[src/rtl/cla_seq_ctrl.sv]
// cla_seq_ctrl: byte-serial add/subtract sequencer driving a shared external
// 8-bit carry-lookahead adder. A multi-byte operation takes NBYTES RUN cycles.
// The carry ripples between bytes through a local carry register.
// Optional feature macro: CLA_SEQ_SUB_EN. When it is defined, the sub input
// selects A minus B. When it is undefined, the sub input is ignored.
module cla_seq_ctrl #(
   parameter int unsigned NBYTES = 4
) (
   input  logic                clk,
   input  logic                rst_n,
   input  logic                start,
   input  logic [8*NBYTES-1:0] opa,
   input  logic [8*NBYTES-1:0] opb,
   input  logic                cin,
   input  logic                sub,
   output logic                busy,
   output logic                done,
   output logic [8*NBYTES-1:0] result,
   output logic                cout,
   output logic                ovf,
   output logic [7:0]          adder_a,
   output logic [7:0]          adder_b,
   output logic                adder_cin,
   input  logic [7:0]          adder_sum,
   input  logic                adder_cout
);

   localparam int unsigned W  = 8 * NBYTES;
   localparam int unsigned IW = (NBYTES > 1) ? $clog2(NBYTES) : 1;

   localparam logic [1:0] S_IDLE = 2'd0;
   localparam logic [1:0] S_RUN  = 2'd1;
   localparam logic [1:0] S_DONE = 2'd2;

   localparam logic [IW-1:0] LAST = IW'(NBYTES - 1);

   logic [1:0]    state;
   logic [IW-1:0] idx;
   logic [W-1:0]  a_q;
   logic [W-1:0]  b_q;
   logic          sub_q;
   logic          carry;
   logic [W-1:0]  result_q;
   logic          cout_q;
   logic          ovf_q;
   logic          sub_en;
   logic [IW+2:0] bofs;
   logic [7:0]    b_byte;

`ifdef CLA_SEQ_SUB_EN
   assign sub_en = sub;
`else
   logic unused_sub;
   assign unused_sub = sub;
   assign sub_en     = 1'b0;
`endif

   // The bit offset of the current byte is the byte index times 8.
   assign bofs = {idx, 3'b000};

   assign busy   = (state != S_IDLE);
   assign done   = (state == S_DONE);
   assign result = result_q;
   assign cout   = cout_q;
   assign ovf    = ovf_q;

   // Drive the current byte slice to the shared adder, but only during RUN.
   always_comb begin
      adder_a   = '0;
      adder_b   = '0;
      adder_cin = 1'b0;
      b_byte    = b_q[bofs +: 8];
      if (state == S_RUN) begin
         adder_a   = a_q[bofs +: 8];
         adder_b   = sub_q ? ~b_byte : b_byte;
         adder_cin = carry;
      end
   end

   // Sequencer: capture on accept, accumulate one byte per RUN edge, pulse DONE.
   always_ff @(posedge clk) begin
      if (!rst_n) begin
         state    <= S_IDLE;
         idx      <= '0;
         a_q      <= '0;
         b_q      <= '0;
         sub_q    <= 1'b0;
         carry    <= 1'b0;
         result_q <= '0;
         cout_q   <= 1'b0;
         ovf_q    <= 1'b0;
      end else begin
         case (state)
            S_IDLE: begin
               if (start) begin
                  a_q   <= opa;
                  b_q   <= opb;
                  sub_q <= sub_en;
                  carry <= sub_en ? 1'b1 : cin;
                  idx   <= '0;
                  state <= S_RUN;
               end
            end
            S_RUN: begin
               result_q[bofs +: 8] <= adder_sum;
               carry               <= adder_cout;
               if (idx == LAST) begin
                  // The sign of the effective B is the raw msb flipped when subtracting.
                  cout_q <= adder_cout;
                  ovf_q  <= (a_q[W-1] == (b_q[W-1] ^ sub_q)) &&
                            (adder_sum[7] != a_q[W-1]);
                  idx    <= '0;
                  state  <= S_DONE;
               end else begin
                  idx <= idx + 1'b1;
               end
            end
            S_DONE: begin
               state <= S_IDLE;
            end
            default: begin
               state <= S_IDLE;
            end
         endcase
      end
   end

endmodule

[config.mk]
export PLATFORM = sky130hd
export DESIGN_NAME = cla_seq_ctrl
export DESIGN_NICKNAME = d
export VERILOG_FILES = /design/src/rtl/cla_seq_ctrl.sv
export SDC_FILE = /design/constraint.sdc
export NUM_CORES = 1
export LEC_CHECK = 0
export CAP_MARGIN = 20
export CORE_MARGIN = 5
export CORE_UTILIZATION = 40
export CTS_CLUSTER_DIAMETER = 80
export CTS_CLUSTER_SIZE = 10
export DETAILED_ROUTE_END_ITERATION = 7
export PLACE_DENSITY = 0.7
export SYNTH_ARGS = -nofsm -noshare
export SYNTH_HDL_FRONTEND = slang
export SYNTH_SLANG_ARGS = --single-unit
export TNS_END_PERCENT = 20
[constraint.sdc]
create_clock -name clk -period 2 [get_ports clk]
set_input_delay 0.4 -clock clk [delete_from_list [all_inputs] [get_ports clk]]
set_output_delay 0.4 -clock clk [all_outputs]
set_load 0.01 [all_outputs]
Yosys cells after proc, flatten, opt, wreduce, memory -nomap -nowiden
Index checks and enable logic that the tools add are counted.
{"block": "word_totals", "in_bits": 78, "reg_bits": 103, "elab_cells": 41, "output_inout_bits": 53}
{"block": "classes", "n_eq_ne": 7, "mux": 12, "n_reduce_logical": 8, "add_sub_neg": 2, "shift": 4}
{"op": "$shiftx A32 B6 Y8", "count": 2}
{"op": "$bwmux W32", "count": 1}
{"op": "$shift A8 B7 Y32 const A", "count": 1}
{"op": "$shiftx A8 B7 Y32", "count": 1}
{"op": "$mux W8", "count": 2}
{"op": "$mux W2", "count": 4}
{"op": "$pmux W2 S2", "count": 2}
{"op": "$reduce_and A2 Y1", "count": 4}
{"op": "$neg A5 Y7", "count": 1}
{"op": "$eq A2 B2 Y1 const B", "count": 2}
{"op": "$reduce_bool A2 Y1", "count": 2}
{"op": "$add A2 B1 Y2 const B", "count": 1}
{"op": "$eq A2 B1 Y1 const B", "count": 1}
{"op": "$logic_not A2 Y1", "count": 1}
{"op": "$mux W1", "count": 2}
{"op": "$ne A2 B1 Y1 const B", "count": 1}
{"op": "$ne A2 B2 Y1 const B", "count": 1}
{"op": "$pmux W1 S2", "count": 1}
{"op": "$eq A1 B1 Y1", "count": 1}
{"op": "$logic_and A1 B1 Y1", "count": 1}
{"op": "$ne A1 B1 Y1", "count": 1}

Logic depth before layout (Yosys ltp)
Gate-level depths: netlist (run 1).
{"block": "depth", "ltp_word": 3, "mapped_depth": 7, "depth_no_buf": 5}

Worst setup path before layout (run 1)
OpenSTA, ideal clock, no wires.
{"block": "synth_path", "kind": "register to register", "from": "reg idx[1]", "to": "reg result_q[0] (netlist: result[0])", "arrival_time_ps": 2075, "period_less_slack_ps": 2136, "path_stages_with_launch": 8, "n_path_buf": 2, "setup_slack_ps": -136, "path_cell_list": "dfxtp_1 -> clkbuf_1 -> buf_2 -> inv_1 -> ha_1 -> nand3b_1 -> nor4_4 -> a22o_1"}
{"block": "synth_between", "elab_chain_len": 3, "elab_cells_between_ends": 4, "cone_classes": "1 x add/sub; 2 x shift; 1 x mux"}
{"element": "start: declaration", "line_no": "38", "source": "logic [IW-1:0] idx;"}
{"element": "start signal: assignment", "line_no": "115", "source": "idx <= idx + 1'b1;"}
{"element": "$neg A5 Y7 (*)", "line_no": "105", "source": "result_q[bofs +: 8] <= adder_sum;"}
{"element": "$shiftx A8 B7 Y32 or $shift A8 B7 Y32 (tied branches)", "line_no": "105"}
{"element": "$bwmux W32 (*)", "line_no": "105"}
{"element": "end signal: indexed assignment", "line_no": "105"}
{"element": "end: declaration", "line_no": "43", "source": "logic [W-1:0] result_q;"}
Mark *: on every way between the ends. The rest lies on a longest branch, timed or not.
A chain may end at the register's enable or synchronous reset.

Worst setup path in the final report (run 1)
{"block": "layout_path", "from": "reg idx[0]", "to": "out adder_b[5]"}
{"block": "layout_between", "elab_chain_len": 2}
{"element": "$shiftx A32 B6 Y8", "line_no": "72", "source": "b_byte = b_q[bofs +: 8];"}
{"element": "$mux W8", "line_no": "73", "source": "if (state == S_RUN) begin"}
{"element": "end: declaration", "line_no": "22", "source": "output logic [7:0] adder_b,"}
No other way between the ends.

==> run summary, run 1 <==
Status: complete, but fails checks
Failing checks: setup timing
Final design utilization: 58.7%
Final nets: 690
Reg clk slew, reported paths: 0.11 ns
Die X: 113 um
CTS max path bufs: 2
FFs w/ async S/R, synth: 0%
Buf/Inv on CP: 3
HPWL Detailed: 8070 um
Hold_sp: result[29]$_SDFFE_PN0P_
Max frequency: 0.456 GHz
Fin crit share: 110%
Dominant cells by area after synthesis: dfxtp_1 (48%), nand2_1 (12%), a21oi_1 (8.9%), mux4_2 (7.9%), a22o_1 (3.3%)
Crit path largest cell delay: 0.49 ns
Rows: 37
Critical path cell sequence: buf_12 -> buf_6 -> mux4_2 -> and2_4 -> buf_6
Routed len/inst: 15.0 um
DRC violations left: 0
Final Power: 4.22 mW
DR iter-0 viols: 205
R2R Setup Slk: 0.07 ns
Post-synth top flop: dfxtp_1
Worst setup EP type: primary output
Total gr overflow: 0
Setup-failing EPs final: 16
Post-synth EDFFs: 0
Root Buffer: clkbuf_8
Pwr/cell area: 693 nW/um^2
CP Launch Type: flop
Initial DRT Pass Iterations: 4
Drt via density: 5.00
Final hold viol count: 0
WL final: 11200 um
Number of hold buffers added after CTS: 0
Worst hold path type: flop to flop
Hold Path End: result[29]$_SDFFE_PN0P_
Crit path top cell by count: buf_6
Pin count of the biggest net entering global routing: 52
Antenna cells: 0
Vias in the first global route: 3612
Layout cells sized above 1: 16.2%
IO Pins: 131
Mean Syn Cell Area: 9.06 um^2
Final Max Slew Viols: 0
Leak: 2.33 nW
Die area: 12800 um^2
Core Box Area: 10400 um^2
Worst-Margin Slew: 0.723 ns
#FFs+latches synth: 103
FF-to-FF path depth: 7
First-pass GRT wire length: 18300 um
Peak VDD IR: 0.601 mV
DR vias: 3735
TNS Setup: -2.29 ns
Critical Path RT: 1.60 ns
Skew final: 0.0128 ns
Initial antenna violation count: 0
DP Worst Slack: -0.190 ns
Total track usage: 17.4%
Slew headroom: 51.8%
Worst-path maximum fanout: 6
Post-DRT Antenna Nets: 0
Placer Congestion: 0.758
Post-synthesis to final-layout area growth: 42.7%
Min cycle time layout: 2.19 ns
Synth cell count leaders: nand2_1 (139), dfxtp_1 (103), a21oi_1 (76)
Hold-critical path depth: 2
CTS H-tree lvls: 3
Port Buf Inserts: 129
Yosys cell types: 39
Die H: 113 um
Register area share after synthesis: 48.3%
Area of the mapped netlist: 4270 um^2
Largest area contributor in the netlist: dfxtp_1
CP arrival: 1.79 ns
Post-layout worst setup margin: -0.191 ns
Gate Count Post-Synth: 471
Worst path top cell family by delay: multiplexers
Reg-to-reg critical path endpoint: result[7]$_SDFFE_PN0P_
Crit path kind: flop to primary output
Clk sink count: 103
Most frequent cell after synthesis: nand2_1
Initial Util: 41.1%
Syn Nets: 555
CTS Buf Count: 9
Synth warnings: 0
Worst-Skew Late Latency: 0.36 ns
Max cap viols: 0
Worst R2R Start: idx[0]$_SDFFE_PN0P_
Top cell type's share of synthesized area: 48.3%
RSZ-0062 raised after global routing: yes
CTS tree: yes
Critical-path top delay cell: mux4_2
-- worst max-delay path by stage --
| stage | from | end | slack, ns | cells past startpoint |
|---|---|---|---|---|
| after floorplan | idx[1]$_SDFFE_PN0P_ | result[0]$_SDFFE_PN0P_ | 0.04 | 7 |
| after global placement | idx[0]$_SDFFE_PN0P_ | adder_a[3] | -0.15 | 4 |
| after detailed placement | idx[0]$_SDFFE_PN0P_ | adder_b[5] | -0.19 | 4 |
| after CTS | idx[0]$_SDFFE_PN0P_ | adder_a[1] | -0.22 | 5 |
| after global routing | idx[0]$_SDFFE_PN0P_ | adder_b[1] | -0.25 | 5 |
| final | idx[0]$_SDFFE_PN0P_ | adder_b[5] | -0.19 | 5 |
-- report_power, final --
group          total (mW)  switching [mW]  internal [mW]
Sequential           2.19          0.0492           2.14
Combinational       0.694           0.311          0.383
Clock                1.33           0.743          0.591
-- cell type report --
cell class	instances	area, um^2
tap	136	170
multi-input combinational	331	2070
inverter	5	21.3
clock inverter	7	80.1
timing repair buffer	156	1560
clock buffer	9	124
sequential	103	2070
fill	942	4280
-- metal layers --
metal	vias to the layer above	global-route usage (%)	routed length, um
met5	-	0	0
met4	0	4.81	118
met3	10	4.55	798
met2	93	28.3	5540
met1	1752	23.0	4740
li1	1880	-	-
-- per-stage QoR --
step | hold WS (ns) | std cells | area (um^2)
after detailed placement | 0.443 | 726 | 5800
after floorplan | 0.432 | 471 | 4280
after global placement | 0.439 | 726 | 5800
after global routing | 0.471 | 747 | 6090
final | 0.454 | 747 | 6090
after CTS | 0.457 | 746 | 6000
-- cells in the final DEF, fill, tap and decap left out, types with 15 or more instances in the layout --
cell and n:
nand2_1 139, dfxtp_1 102, mux4_2 15, a22o_1 16
clkdlybuf4s50_1 110, buf_4 16, nand3_1 16, a21oi_1 76
-- state kept, by name, summed over array words and instances (netlist names) --
signal,cells
a_q,32
b_q,32
result,32
idx,2
state,2
carry,1
cout,1
ovf,1
-- cell families (layout without fill, tap and decap cells) --
| family | after synthesis | in the layout | share of synthesized area (%) |
|---|---|---|---|
| AND/OR/NAND/NOR | 200 | 200 | 22.6 |
| AO/OA/AOI/OAI | 109 | 109 | 14.5 |
| flip-flops | 103 | 103 | 48.3 |
| buffers and inverters | 37 | 177 | 4.28 |
| multiplexers | 16 | 16 | 8.53 |
| adder cells (fa/ha/maj) | 6 | 6 | 1.76 |
-- worst min-delay path, delay by kind of cell, from the launching register on --
family	cells	cell delay [ns]
AO/OA/AOI/OAI	1	0.05
AND/OR/NAND/NOR	1	0.05
flip-flops	1	0.32
-- what timing repair did --
action,CTS,global route
gates resized for setup,77,20
pin swaps,10,6
setup buffers,5,1
setup endpoints to repair,27,24
(Power assumes the default switching activity.)
==> run 2, diff against run 1 <==
SLEW_MARGIN = 30   (was unset)
==> results of run 2 <==
No change in the layout: final DEF, timing and power equal those of run 1.
==> run 3, diff against run 2 <==
CORE_MARGIN = unset   (was 5)
==> run 3 against run 2 <==
  * Design area shrank 0.31%
  * The flow still finishes with violations (setup timing)
  * Die area shrank 14%
  * Critical endpoint is now adder_a[1]
  * Largest power group unchanged
  * Via count grew 0.43%
  * Count of clock-buffer cells in the layout is the same
  * Clock power shrank 7%
  * Critical path depth is the same
  * Clock skew shrank 0.0019 ns
  * Core utilization grew 0.082 points
  * Worst hold slack gained 0.0041 ns
  * Sequential share of layout area grew 0.10 points
==> run summary, run 3 (synthesized netlist as in run 1, its figures left out) <==
Worst setup EP type: primary output
Crit path kind: flop to primary output
DR iter-0 viols: 142 (-31%)
Placed Cells: 726 (unchanged)
CTS H-tree lvls: 3 (unchanged)
Initial antenna violation count: 0 (unchanged)
CTS tree: yes
Routed len/inst: 14.4 um (-4.3%)
Crit path largest cell delay: 0.48 ns (about the same)
TNS Setup: -2.09 ns (+0.191 ns)
Hold-critical path depth: 2 (unchanged)
Post-DP Area: 5790 um^2 (-0.22%)
CP arrival: 1.76 ns (-0.03 ns)
Post-DRT Antenna Nets: 0 (unchanged)
Max frequency: 0.464 GHz (+1.6%)
R2R Setup Slk: -0.05 ns (-0.12 ns)
Core Box Area: 10300 um^2 (-0.45%)
Post-layout worst setup margin: -0.156 ns (+0.0353 ns)
Clk sink count: 103 (unchanged)
Hold_sp: a_q[5]$_SDFFE_PN0P_
Status: complete, but fails checks
Root Buffer: clkbuf_8
Slew headroom: 54.9% (+3.0 points)
Buf/Inv on CP: 3 (unchanged)
Vias in the first global route: 3562 (-1.4%)
Critical path cell sequence: buf_12 -> buf_8 -> mux4_2 -> and2_1 -> buf_2
Final nets: 693 (+0.43%)
Die H: 105 um (-7.1%)
Critical Path RT: 1.60 ns (about the same)
DR vias: 3751 (+0.43%)
Placer Congestion: 0.811 (+7.1%)
Fin cells: 750 (+0.40%)
Total gr overflow: 0 (unchanged)
DP Worst Slack: -0.104 ns (+0.0859 ns)
Area of the multi-input gates: 2060 um^2 (-0.60%)
Reg-to-reg critical path endpoint: result[23]$_SDFFE_PN0P_
Worst hold slack: 0.458 ns (+0.00405 ns)
Antenna cells: 0 (unchanged)
CTS max path bufs: 2 (unchanged)
Port Buf Inserts: 129 (unchanged)
Final Max Slew Viols: 0 (unchanged)
Most frequent cells in the layout: nand2_1 (139), clkdlybuf4s50_1 (110), dfxtp_1 (102), a21oi_1 (76), buf_4 (21)
Number of hold buffers added after CTS: 0 (unchanged)
WL final: 10800 um (-3.9%)
# fillers: 888 (-5.7%)
Total track usage: 19.9% (+2.4 points)
Setup-failing EPs final: 24 (+8)
Die area: 11100 um^2 (-14%)
First-pass GRT wire length: 17500 um (-4.6%)
Skew final: 0.0109 ns (-0.00191 ns)
Pin count of the biggest net entering global routing: 57 (+9.6%)
Max cap viols: 0 (unchanged)
Drt via density: 5.00 (about the same)
IO Pins: 131 (unchanged)
Initial Util: 41.3% (+0.18 points)
Post-synthesis to final-layout area growth: 42.3%
DRC violations left: 0 (unchanged)
Worst-Skew Late Latency: 0.37 ns (about the same)
Die X: 105 um (-7.1%)
Final instance area: 6070 um^2 (-0.31%)
CP Launch Type: flop
Worst-Margin Slew: 0.677 ns (-0.0455 ns)
Layout cells sized above 1: 16.3% (+0.084 points)
Critical-path top delay cell: mux4_2
Initial DRT Pass Iterations: 4 (unchanged)
CTS Buf Count: 9 (unchanged)
FF-to-FF path depth: 9 (+2)
Leak: 2.36 nW (+1.1%)
Fin crit share: 108% (-1.8 points)
Register area: 2070 um^2 (unchanged)
Pwr/cell area: 678 nW/um^2 (-2.2%)
Min cycle time layout: 2.16 ns (-0.0353 ns)
Worst R2R Start: idx[0]$_SDFFE_PN0P_
Worst path top cell family by delay: multiplexers
Failing checks: setup timing
RSZ-0062 raised after global routing: yes
Peak VDD IR: 0.375 mV (-38%)
Final hold viol count: 0 (unchanged)
Hold Path End: a_q[5]$_SDFFE_PN0P_
Worst-path maximum fanout: 8 (+2)
Reg clk slew, reported paths: 0.10 ns (about the same)
Worst hold path type: flop to flop
Rows: 37 (unchanged)
HPWL Detailed: 7550 um (-6.5%)
Most common cell after layout, fill and taps aside: nand2_1
-- run 3: cell count changes in the layout (fill, tap and decap cells not counted), moves of 2 or more --
cell / before / now
buf_2: 8 / 6
clkinvlp_4: 4 / 0
buf_4: 16 / 21
buf_12: 6 / 4
buf_6: 12 / 14
clkinv_4: 0 / 2
-- run 3: layout make-up --
class | count | area share [%]
sequential | 103 | 34.0
clock buffer | 9 | 2.04
inverter | 5 | 0.309
clock inverter | 7 | 1.03
tap | 136 | 2.80
multi-input combinational | 331 | 33.9
timing repair buffer | 159 | 25.9
-- run 3: metrics by stage --
stage,util (%),power [mW]
after floorplan,-,2.58
after detailed placement,56.1,2.90
after CTS,58.2,4.14
after global placement,56.1,2.88
final,58.8,4.12
after global routing,58.8,4.30
-- run 3: power breakdown --
part	switching [mW]	internal (mW)	total [mW]	leakage (nW)
Sequential	0.0459	2.14	2.19	0.842
Clock	0.758	0.482	1.24	0.0980
Combinational	0.311	0.374	0.685	1.42
-- run 3: how the worst max path moves through the flow --
stage                        startpoint                      end  cells after the start
floorplan           idx[1]$_SDFFE_PN0P_   result[0]$_SDFFE_PN0P_                      7
global placement    idx[0]$_SDFFE_PN0P_               adder_b[7]                      4
detailed placement  idx[0]$_SDFFE_PN0P_  result[16]$_SDFFE_PN0P_                      8
CTS                 idx[0]$_SDFFE_PN0P_               adder_a[6]                      5
global route        idx[0]$_SDFFE_PN0P_               adder_a[1]                      5
finish              idx[0]$_SDFFE_PN0P_               adder_a[1]                      5
-- run 3: worst min-delay path, stage by stage (launching register included) --
cell	delay [ns]
dfxtp_1	0.32
nand2_1	0.05
a21oi_1	0.05
-- run 3: what timing repair did --
| action | in CTS | in global routing |
|---|---|---|
| endpoints found under the hold margin | 0 | 0 |
| gates resized for setup | 82 | 13 |
| setup endpoints to repair | 34 | 38 |
| pin swaps | 16 | 1 |
| setup buffers | 7 | 1 |
-- run 3: routing by layer --
metal	vias up	routed length, um	track usage, %
met2	90	5390	34.2
met5	-	0	0
met1	1762	4800	25.3
met4	0	102	5.63
li1	1893	-	-
met3	6	478	3.83
